$ cat config.mk
export PLATFORM = sky130hd
export DESIGN_NAME = shufflenetv2_mac_pipe
export DESIGN_NICKNAME = d
export VERILOG_FILES = /design/src/rtl/shufflenetv2_mac_pkg.sv /design/src/rtl/shufflenetv2_mac_mul.sv /design/src/rtl/shufflenetv2_mac_pipe.sv
export SDC_FILE = /design/constraint.sdc
export NUM_CORES = 1
export LEC_CHECK = 0
export ABC_AREA = 1
export BUFFER_PORTS_ARGS = -buffer_cell sky130_fd_sc_hd__buf_2
export CORE_UTILIZATION = 50
export CTS_BUF_LIST = sky130_fd_sc_hd__clkbuf_4 sky130_fd_sc_hd__clkbuf_8 sky130_fd_sc_hd__clkbuf_16
export DETAILED_ROUTE_END_ITERATION = 10
export GPL_ROUTABILITY_DRIVEN = 0
export PLACE_DENSITY_LB_ADDON = 0.15
export SYNTH_ARGS = -nofsm -noshare
export SYNTH_HDL_FRONTEND = slang
export SYNTH_HIERARCHICAL = 1
export SYNTH_SLANG_ARGS = --single-unit
$ cat constraint.sdc
create_clock -name ap_clk -period 11.9 [get_ports ap_clk]
set_input_delay 2.38 -clock ap_clk [delete_from_list [all_inputs] [get_ports ap_clk]]
set_output_delay 2.38 -clock ap_clk [all_outputs]
set_load 0.05 [all_outputs]
$ cat src/rtl/shufflenetv2_mac_pkg.sv
// rtl/shufflenetv2_mac_pkg.sv - shared types, limits and saturation bounds for the MAC pipe
package shufflenetv2_mac_pkg;

    localparam int NUM_STAGE_MIN = 2;
    localparam int NUM_STAGE_MAX = 6;

    // Per-beat sideband that travels alongside the product through the pipe
    typedef struct packed {
        logic sgn;
        logic first;
        logic last;
        logic valid;
    } beat_sb_t;

    // Upper clamp bound for a w-bit accumulator, right-aligned in 64 bits
    function automatic logic [63:0] sat_hi(input logic sgn, input int unsigned w);
        if (sgn) begin
            return (64'd1 << (w - 1)) - 64'd1;
        end
        return (64'd1 << w) - 64'd1;
    endfunction

    // Lower clamp bound for a w-bit accumulator, sign-extended to 64 bits
    function automatic logic [63:0] sat_lo(input logic sgn, input int unsigned w);
        if (sgn) begin
            return ~((64'd1 << (w - 1)) - 64'd1);
        end
        return 64'd0;
    endfunction

endpackage

$ cat src/rtl/shufflenetv2_mac_mul.sv
// rtl/shufflenetv2_mac_mul.sv - operand extension and retimable product pipe with sideband
module shufflenetv2_mac_mul
    import shufflenetv2_mac_pkg::*;
#(
    parameter int A_W   = 8,
    parameter int B_W   = 8,
    parameter int DEPTH = 2
) (
    input  logic               ap_clk,
    input  logic               ap_rst_n,
    input  logic               ce,
    input  logic [A_W-1:0]     a,
    input  logic [B_W-1:0]     b,
    input  beat_sb_t           sb_in,
    output logic [A_W+B_W-1:0] prod,
    output beat_sb_t           sb_out
);

    localparam int PW = A_W + B_W;

    // Only the low PW bits of the product matter, so extending both operands
    // to PW bits and multiplying modulo 2^PW covers signed and unsigned alike.
    logic [PW-1:0] a_x;
    logic [PW-1:0] b_x;
    logic [PW-1:0] prod_c;

    assign a_x    = {{B_W{sb_in.sgn & a[A_W-1]}}, a};
    assign b_x    = {{A_W{sb_in.sgn & b[B_W-1]}}, b};
    assign prod_c = a_x * b_x;

    logic [PW-1:0] prod_q [DEPTH];
    beat_sb_t      sb_q   [DEPTH];

    // Product registers carry no reset so synthesis can retime them into the DSP
    always_ff @(posedge ap_clk) begin
        if (ce) begin
            prod_q[0] <= prod_c;
            for (int i = 1; i < DEPTH; i++) begin
                prod_q[i] <= prod_q[i-1];
            end
        end
    end

    // Sideband shift register; reset drops every in-flight beat
    always_ff @(posedge ap_clk) begin
        if (!ap_rst_n) begin
            for (int i = 0; i < DEPTH; i++) begin
                sb_q[i] <= '0;
            end
        end else if (ce) begin
            sb_q[0] <= sb_in;
            for (int i = 1; i < DEPTH; i++) begin
                sb_q[i] <= sb_q[i-1];
            end
        end
    end

    assign prod   = prod_q[DEPTH-1];
    assign sb_out = sb_q[DEPTH-1];

endmodule

$ cat src/rtl/shufflenetv2_mac_pipe.sv
// rtl/shufflenetv2_mac_pipe.sv - pipelined grouped MAC with handshake; SHUFFLENETV2_MAC_SAT_EN adds saturation and out_sat
module shufflenetv2_mac_pipe
    import shufflenetv2_mac_pkg::*;
#(
    parameter int A_W       = 8,
    parameter int B_W       = 8,
    parameter int ACC_W     = 24,
    parameter int NUM_STAGE = 3,
    parameter int CNT_W     = 10
) (
    input  logic             ap_clk,
    input  logic             ap_rst_n,
    input  logic             in_valid,
    output logic             in_ready,
    input  logic [A_W-1:0]   in_a,
    input  logic [B_W-1:0]   in_b,
    input  logic             in_signed,
    input  logic             in_first,
    input  logic             in_last,
    output logic             out_valid,
    input  logic             out_ready,
    output logic [ACC_W-1:0] out_acc,
    output logic [CNT_W-1:0] out_cnt
`ifdef SHUFFLENETV2_MAC_SAT_EN
    ,
    output logic             out_sat
`endif
);

    localparam int PW = A_W + B_W;

    if (NUM_STAGE < NUM_STAGE_MIN || NUM_STAGE > NUM_STAGE_MAX) begin : g_bad_stage
        $error("NUM_STAGE out of range");
    end
    if (ACC_W < PW) begin : g_bad_acc
        $error("ACC_W narrower than product");
    end

    logic          ce;
    beat_sb_t      sb_in;
    beat_sb_t      sb_s;
    logic [PW-1:0] prod_s;

    // One global enable: the pipe advances whenever the output slot is free or being drained
    assign ce       = !out_valid | out_ready;
    assign in_ready = ce;
    assign sb_in    = '{sgn: in_signed, first: in_first, last: in_last, valid: in_valid & ce};

    shufflenetv2_mac_mul #(
        .A_W   (A_W),
        .B_W   (B_W),
        .DEPTH (NUM_STAGE - 1)
    ) u_mul (
        .ap_clk   (ap_clk),
        .ap_rst_n (ap_rst_n),
        .ce       (ce),
        .a        (in_a),
        .b        (in_b),
        .sb_in    (sb_in),
        .prod     (prod_s),
        .sb_out   (sb_s)
    );

    logic [ACC_W-1:0] acc_q;
    logic [CNT_W-1:0] cnt_q;
    logic             closed_q;
    logic             fresh;
    logic [ACC_W-1:0] ext;
    logic [ACC_W-1:0] sum;
    logic             ovf;

    assign ext   = sb_s.sgn ? ACC_W'($signed(prod_s)) : ACC_W'(prod_s);
    assign fresh = sb_s.first | closed_q;

`ifdef SHUFFLENETV2_MAC_SAT_EN
    logic [ACC_W:0] sum_x;
    logic [63:0]    hi64;
    logic [63:0]    lo64;
    logic           sat_q;

    // Widened add; overflow clamps to the bound of the current beat's mode
    always_comb begin
        sum_x = '0;
        ovf   = 1'b0;
        sum   = '0;
        hi64  = sat_hi(sb_s.sgn, ACC_W);
        lo64  = sat_lo(sb_s.sgn, ACC_W);
        if (sb_s.sgn) begin
            sum_x = {acc_q[ACC_W-1], acc_q} + {ext[ACC_W-1], ext};
            ovf   = sum_x[ACC_W] ^ sum_x[ACC_W-1];
        end else begin
            sum_x = {1'b0, acc_q} + {1'b0, ext};
            ovf   = sum_x[ACC_W];
        end
        if (!ovf) begin
            sum = sum_x[ACC_W-1:0];
        end else if (sb_s.sgn & sum_x[ACC_W]) begin
            sum = lo64[ACC_W-1:0];
        end else begin
            sum = hi64[ACC_W-1:0];
        end
    end

    // Sticky clamp flag, restarted with each group
    always_ff @(posedge ap_clk) begin
        if (!ap_rst_n) begin
            sat_q <= 1'b0;
        end else if (ce && sb_s.valid) begin
            sat_q <= fresh ? 1'b0 : (sat_q | ovf);
        end
    end

    assign out_sat = sat_q;
`else
    // Plain modular accumulate
    always_comb begin
        ovf = 1'b0;
        sum = acc_q + ext;
    end
`endif

    // Accumulate stage: load or add, count beats, raise out_valid on the closing beat
    always_ff @(posedge ap_clk) begin
        if (!ap_rst_n) begin
            acc_q     <= '0;
            cnt_q     <= '0;
            closed_q  <= 1'b1;
            out_valid <= 1'b0;
        end else if (ce) begin
            if (sb_s.valid) begin
                if (fresh) begin
                    acc_q <= ext;
                    cnt_q <= CNT_W'(1);
                end else begin
                    acc_q <= sum;
                    cnt_q <= cnt_q + CNT_W'(1);
                end
                closed_q  <= sb_s.last;
                out_valid <= sb_s.last;
            end else begin
                out_valid <= 1'b0;
            end
        end
    end

    assign out_acc = acc_q;
    assign out_cnt = cnt_q;

endmodule

[Word-level counts from Yosys, hierarchy flattened]
Memories as Yosys holds them, arrays and structs flattened.
Index checks and enable logic that the tools add are counted.
Word-level totals
  register bits: 36
  RAM bits: 40
  input bits: 23
  output and inout bits: 36
  logic and storage cells: 29
  memories kept: 2
Operators by class
  $add $sub $neg: 2
  $mul: 1
  multiplexer cells: 11
  bitwise logic cells: 7
  reductions and logical operators: 2
Memory list
  u_mul.prod_q: words 2, bits a word 16, rd ports 2, clocked after Yosys merged registers in 0, write ports 2, line shufflenetv2_mac_mul.sv:31  | logic [PW-1:0] prod_q [DEPTH];
  u_mul.sb_q: words 2, bits a word 4, rd ports 2, clocked after Yosys merged registers in 0, write ports 2, line shufflenetv2_mac_mul.sv:32  | beat_sb_t sb_q [DEPTH];
Operators with widths (count)
  24-bit two-way mux: 2
  24-bit adder: 1
  9-bit by 9-bit multiplier with 16-bit output: 1
  10-bit by 1-bit adder with 10-bit output, second input constant: 1
  10-bit two-way mux: 1
  4-bit two-way mux: 2
  1-bit two-way mux: 6
  1-bit OR: 4
  1-bit AND: 3
  2-bit AND reduction: 1
  1-bit zero test: 1

[Logic depth before layout (Yosys ltp)]
  word-level depth: 6
  depth in mapped cells: 23
  mapped depth without buffers: 22

[Modules after synthesis]
Netlist, hierarchy kept.
Modules (own cells, without submodules)
  shufflenetv2_mac_mul: times used 1, cells each 502, area each 4444.3 sq um
  shufflenetv2_mac_pipe: times used 1, cells each 470, area each 2904.0 sq um

[Worst setup path before layout]
No wires, ideal clock.
  kind: input port to flip-flop
  start point: input in_b[7]
  end point: memory u_mul/prod_q[0][15] in the netlist's numbering, data pin
  arrival time: 6.567 ns
  data required time: 11.648 ns
  slack: 5.081 ns
  stages: 22
  path buffers: 1
  cells stage by stage: buf_4 -> nand2_1 -> or2_2 -> fa_1 -> fa_1 -> inv_1 -> fa_1 -> fa_1 -> inv_1 -> fa_1 -> inv_1 -> ha_1 -> nand2_1 -> nand2_1 -> nand2_1 -> nand2_1 -> nand2_1 -> nand2_1 -> nor2_1 -> inv_1 -> nand2_1 -> nand2_1
RTL lines
  start: declaration: line shufflenetv2_mac_pipe.sv:16  | input logic [B_W-1:0] in_b,
  end: declaration: line shufflenetv2_mac_mul.sv:31

==> results by group <==
Run status
  • Status: finished clean

Synth
  • Flops & latches, synth: 76
  • Dominant cell type by area after synthesis: fa_1
  • Yosys cell types: 44
  • Most frequent cell after synthesis: nand2_1
  • Top post-synthesis cells by area: fa_1, edfxtp_1, nand2_1
  • Mux cell area share after synthesis: 0
  • Ys flop type: edfxtp_1
  • Largest family of logic cells by synthesized area: adder cells
  • Yosys warning count: 6
  • Complex-gate fraction of the synthesized area: 0.0873
  • Post-Synth Simple-Gate Area: 0.232
  • Syn Inst Count: 972
  • Mean Syn Cell Area: 7.56 sq um
  • Synth Area in Adders: 0.259
  • Number of flops mapped to enable cells by yosys: 40
  • Sequential area share after synthesis: 0.262
  • Xor/xnor share of the synthesized area: 0.0167
  • Syn_nets: 1109
  • Yosys top cell area share: 0.174
  • Post-Syn Area: 0.00735 sq mm
  • FFs w/ async S/R, synth: 0
  • Leading cell types by count after synthesis: nand2_1, inv_1, nor2_1

CTS
  • Hold buffer count at CTS: 0
  • Clock-pin transition on the worst setup and hold timing paths: 0.06 ns
  • CTS H-tree lvls: 3
  • Clock sink total: 76
  • Clock Latency Late Sink: 0.34 ns
  • Post-CTS sizing: 0
  • Post-CTS Setup Bufs: 0
  • CTS tree: built
  • TritonCTS Buffers: 9
  • Root Buffer Master: clkbuf_16
  • Clock Tree Buf Depth: 2

Timing
  • Least-Margin Pin Slew: 0.642 ns
  • Fmax: 146 MHz
  • Final Setup Violations: 0
  • Fin. Hold Viols: 0
  • Final Max Tran Viols: 0
  • Final Cycle Share: 0.575
  • Setup tns final: 0 ns
  • Setup slack after layout: 5.06 ns
  • Clk_skew: 0.00540 ns
  • RSZ-0062 raised after global routing: false
  • Slew headroom: 0.570
  • Final hold slack: 0.412 ns
  • Final min period: 6.84 ns

Detailed routing
  • M1 WL: 6.95 mm
  • 1st-iter DRT viols: 385
  • Drt drc: 0
  • Met2 wire length: 7.10 mm
  • Metal3 WL: 316 um
  • DR vias: 5828
  • WL final: 14.5 mm
  • Top sig layer: met4
  • DRT Pass-1 Iters: 5
  • WL/cell: 12.3 um
  • Routed Antenna Nets: 0
  • Vias per cell: 4.93

Layout
  • Area taken by multi-input logic gates: 0.00437 sq mm
  • Final net count: 1133
  • Ant diodes: 0
  • Reg area: 0.00192 sq mm
  • Share of cells above drive strength 1: 0.113
  • Area growth syn-to-layout: 7.68%
  • Core Util, Final: 0.561
  • Filler cell count: 1351

GRT
  • Total grt overflow: 0
  • Initial antenna violation count: 0
  • Largest net degree at the start of global routing: 39
  • First-pass GRT wire length: 24.7 mm
  • Number of global-route vias before repair: 5446
  • Gr usage total: 0.205

Pwr
  • Internal power: 0.795 mW
  • Switching power: 0.576 mW
  • Sw Share: 0.420
  • PD cells: 173 mW/mm^2
  • Clk pwr share: 0.202
  • Flop pwr share: 0.290
  • Leakage Power: 4.26 nW
  • Peak VDD IR: 0.0751 mV
  • Combinational power share: 0.508

Floorplan
  • Die X: 123 um
  • Number of top-level pins: 59
  • Die area: 0.0152 sq mm
  • Die Y: 123 um
  • Core ar.: 0.0141 sq mm
  • Row count: 43
  • Initial Utilization: 0.521

Placed design
  • DP Worst Slack: 4.69 ns
  • PortBufs: 58
  • Dpl hpwl: 11.5 mm

Setup path
  • CP startpoint kind: input port
  • Critical path type: input port to flop
  • Worst Setup EP: u_mul/prod_q[0][15]
  • Crit. Startpoint: in_b[7]
  • Critical path fanouts, max: 11
  • R2R Setup Slk: 9.51 ns
  • Reg-to-reg critical path endpoint: out_cnt[9]
  • Critical Path RT: 11.99 ns
  • Worst EP arrival: 6.93 ns
  • CP endpoint kind: flop
  • R2R depth: 10
  • RR Startpoint: out_valid

Flow run
  • Max Cap Violations: 0

Hold path
  • Worst min path class: flop to flop
[cell usage in the layout (no fill, tap or decap), types with 2 or more instances in the layout]
cell type and instances:
nand3_1 38, nor3_2 3, buf_4 3, ha_1 50, clkinvlp_4 4, o21bai_1 5
nand2_4 4, a21oi_1 68, o21ai_0 31, nor2_2 3, nand2_1 234, a21oi_2 2
or2_2 3, inv_2 5, o21a_1 2, clkbuf_16 11, o21ai_1 4, nor3_1 8
nand2_2 12, inv_1 198, xor2_1 8, nor2_1 74, edfxtp_1 40, and2_1 3
fa_1 64, xnor2_1 6, nor3b_1 3, buf_2 58, nand4_1 6, dfxtp_1 36
[registers in the layout (all words and copies together), names as in the netlist]
name,flops
u_mul/prod_q,32
out_acc,24
closed_q,1
out_valid,1
u_mul/sb_q,8
out_cnt,10
[through the flow]
step	cells	instance area (sq um)	total power, mW
3_5_place_dp	1165	7600	1.10
4_1_cts	1181	7910	1.38
5_1_grt	1181	7910	1.50
2_1_floorplan	972	7350	0.990
3_3_place_gp	1165	7600	1.09
6_report	1181	7910	1.37
[worst max-delay path, cell delays in order]
cell and delay (ns):
buf_2 0.20, nand2_1 0.24, or2_2 0.36, fa_1 0.51
fa_1 0.55, inv_1 0.06, fa_1 0.50, fa_1 0.54
inv_1 0.05, fa_1 0.51, inv_1 0.04, ha_1 0.35
nand2_1 0.10, nand2_1 0.05, nand2_1 0.05, nand2_1 0.05
nand2_1 0.06, nand2_1 0.04, nor2_1 0.12, inv_1 0.05
nand2_1 0.06, nand2_1 0.05
[layer usage]
layer,vias up,track usage
met1,2715,0.266
met3,11,0.0152
li1,3017,-
met4,0,0.0587
met2,85,0.367
met5,-,0
[logic make-up after synthesis]
logic type,Yosys count
and+or+nand+nor,397
xor gates and xnor gates,14
adders and majority gates,114
AOI/OAI and AO/OA,119
DFF,76
buffers and inverters,252
[worst min path at each step]
stage                              from             endpoint  cells past startpoint
CTS                  u_mul/prod_q[0][9]  u_mul/prod_q[0][25]                      0
global placement    u_mul/prod_q[0][11]  u_mul/prod_q[0][27]                      0
global route         u_mul/prod_q[0][9]  u_mul/prod_q[0][25]                      0
floorplan            u_mul/prod_q[0][0]  u_mul/prod_q[0][16]                      0
finish               u_mul/prod_q[0][9]  u_mul/prod_q[0][25]                      0
detailed placement   u_mul/prod_q[0][5]  u_mul/prod_q[0][21]                      0
[area by class of cell]
class,instances,area share
clock buffer,12,0.0357
clock inverter,4,0.00380
inverter,204,0.0968
multi-input combinational,644,0.553
sequential,76,0.243
tap,180,0.0285
timing repair buffer,61,0.0395
[power by group through the flow]
stage | clock (mW) | sequential, mW | combinational (mW)
final | 0.277 | 0.397 | 0.696
after global routing | 0.291 | 0.403 | 0.810
after CTS | 0.282 | 0.397 | 0.703
after detailed placement | 0 | 0.403 | 0.695
after global placement | 0 | 0.402 | 0.692
after floorplan | 0 | 0.401 | 0.589
No activity file was read; power rests on OpenSTA's default activity.
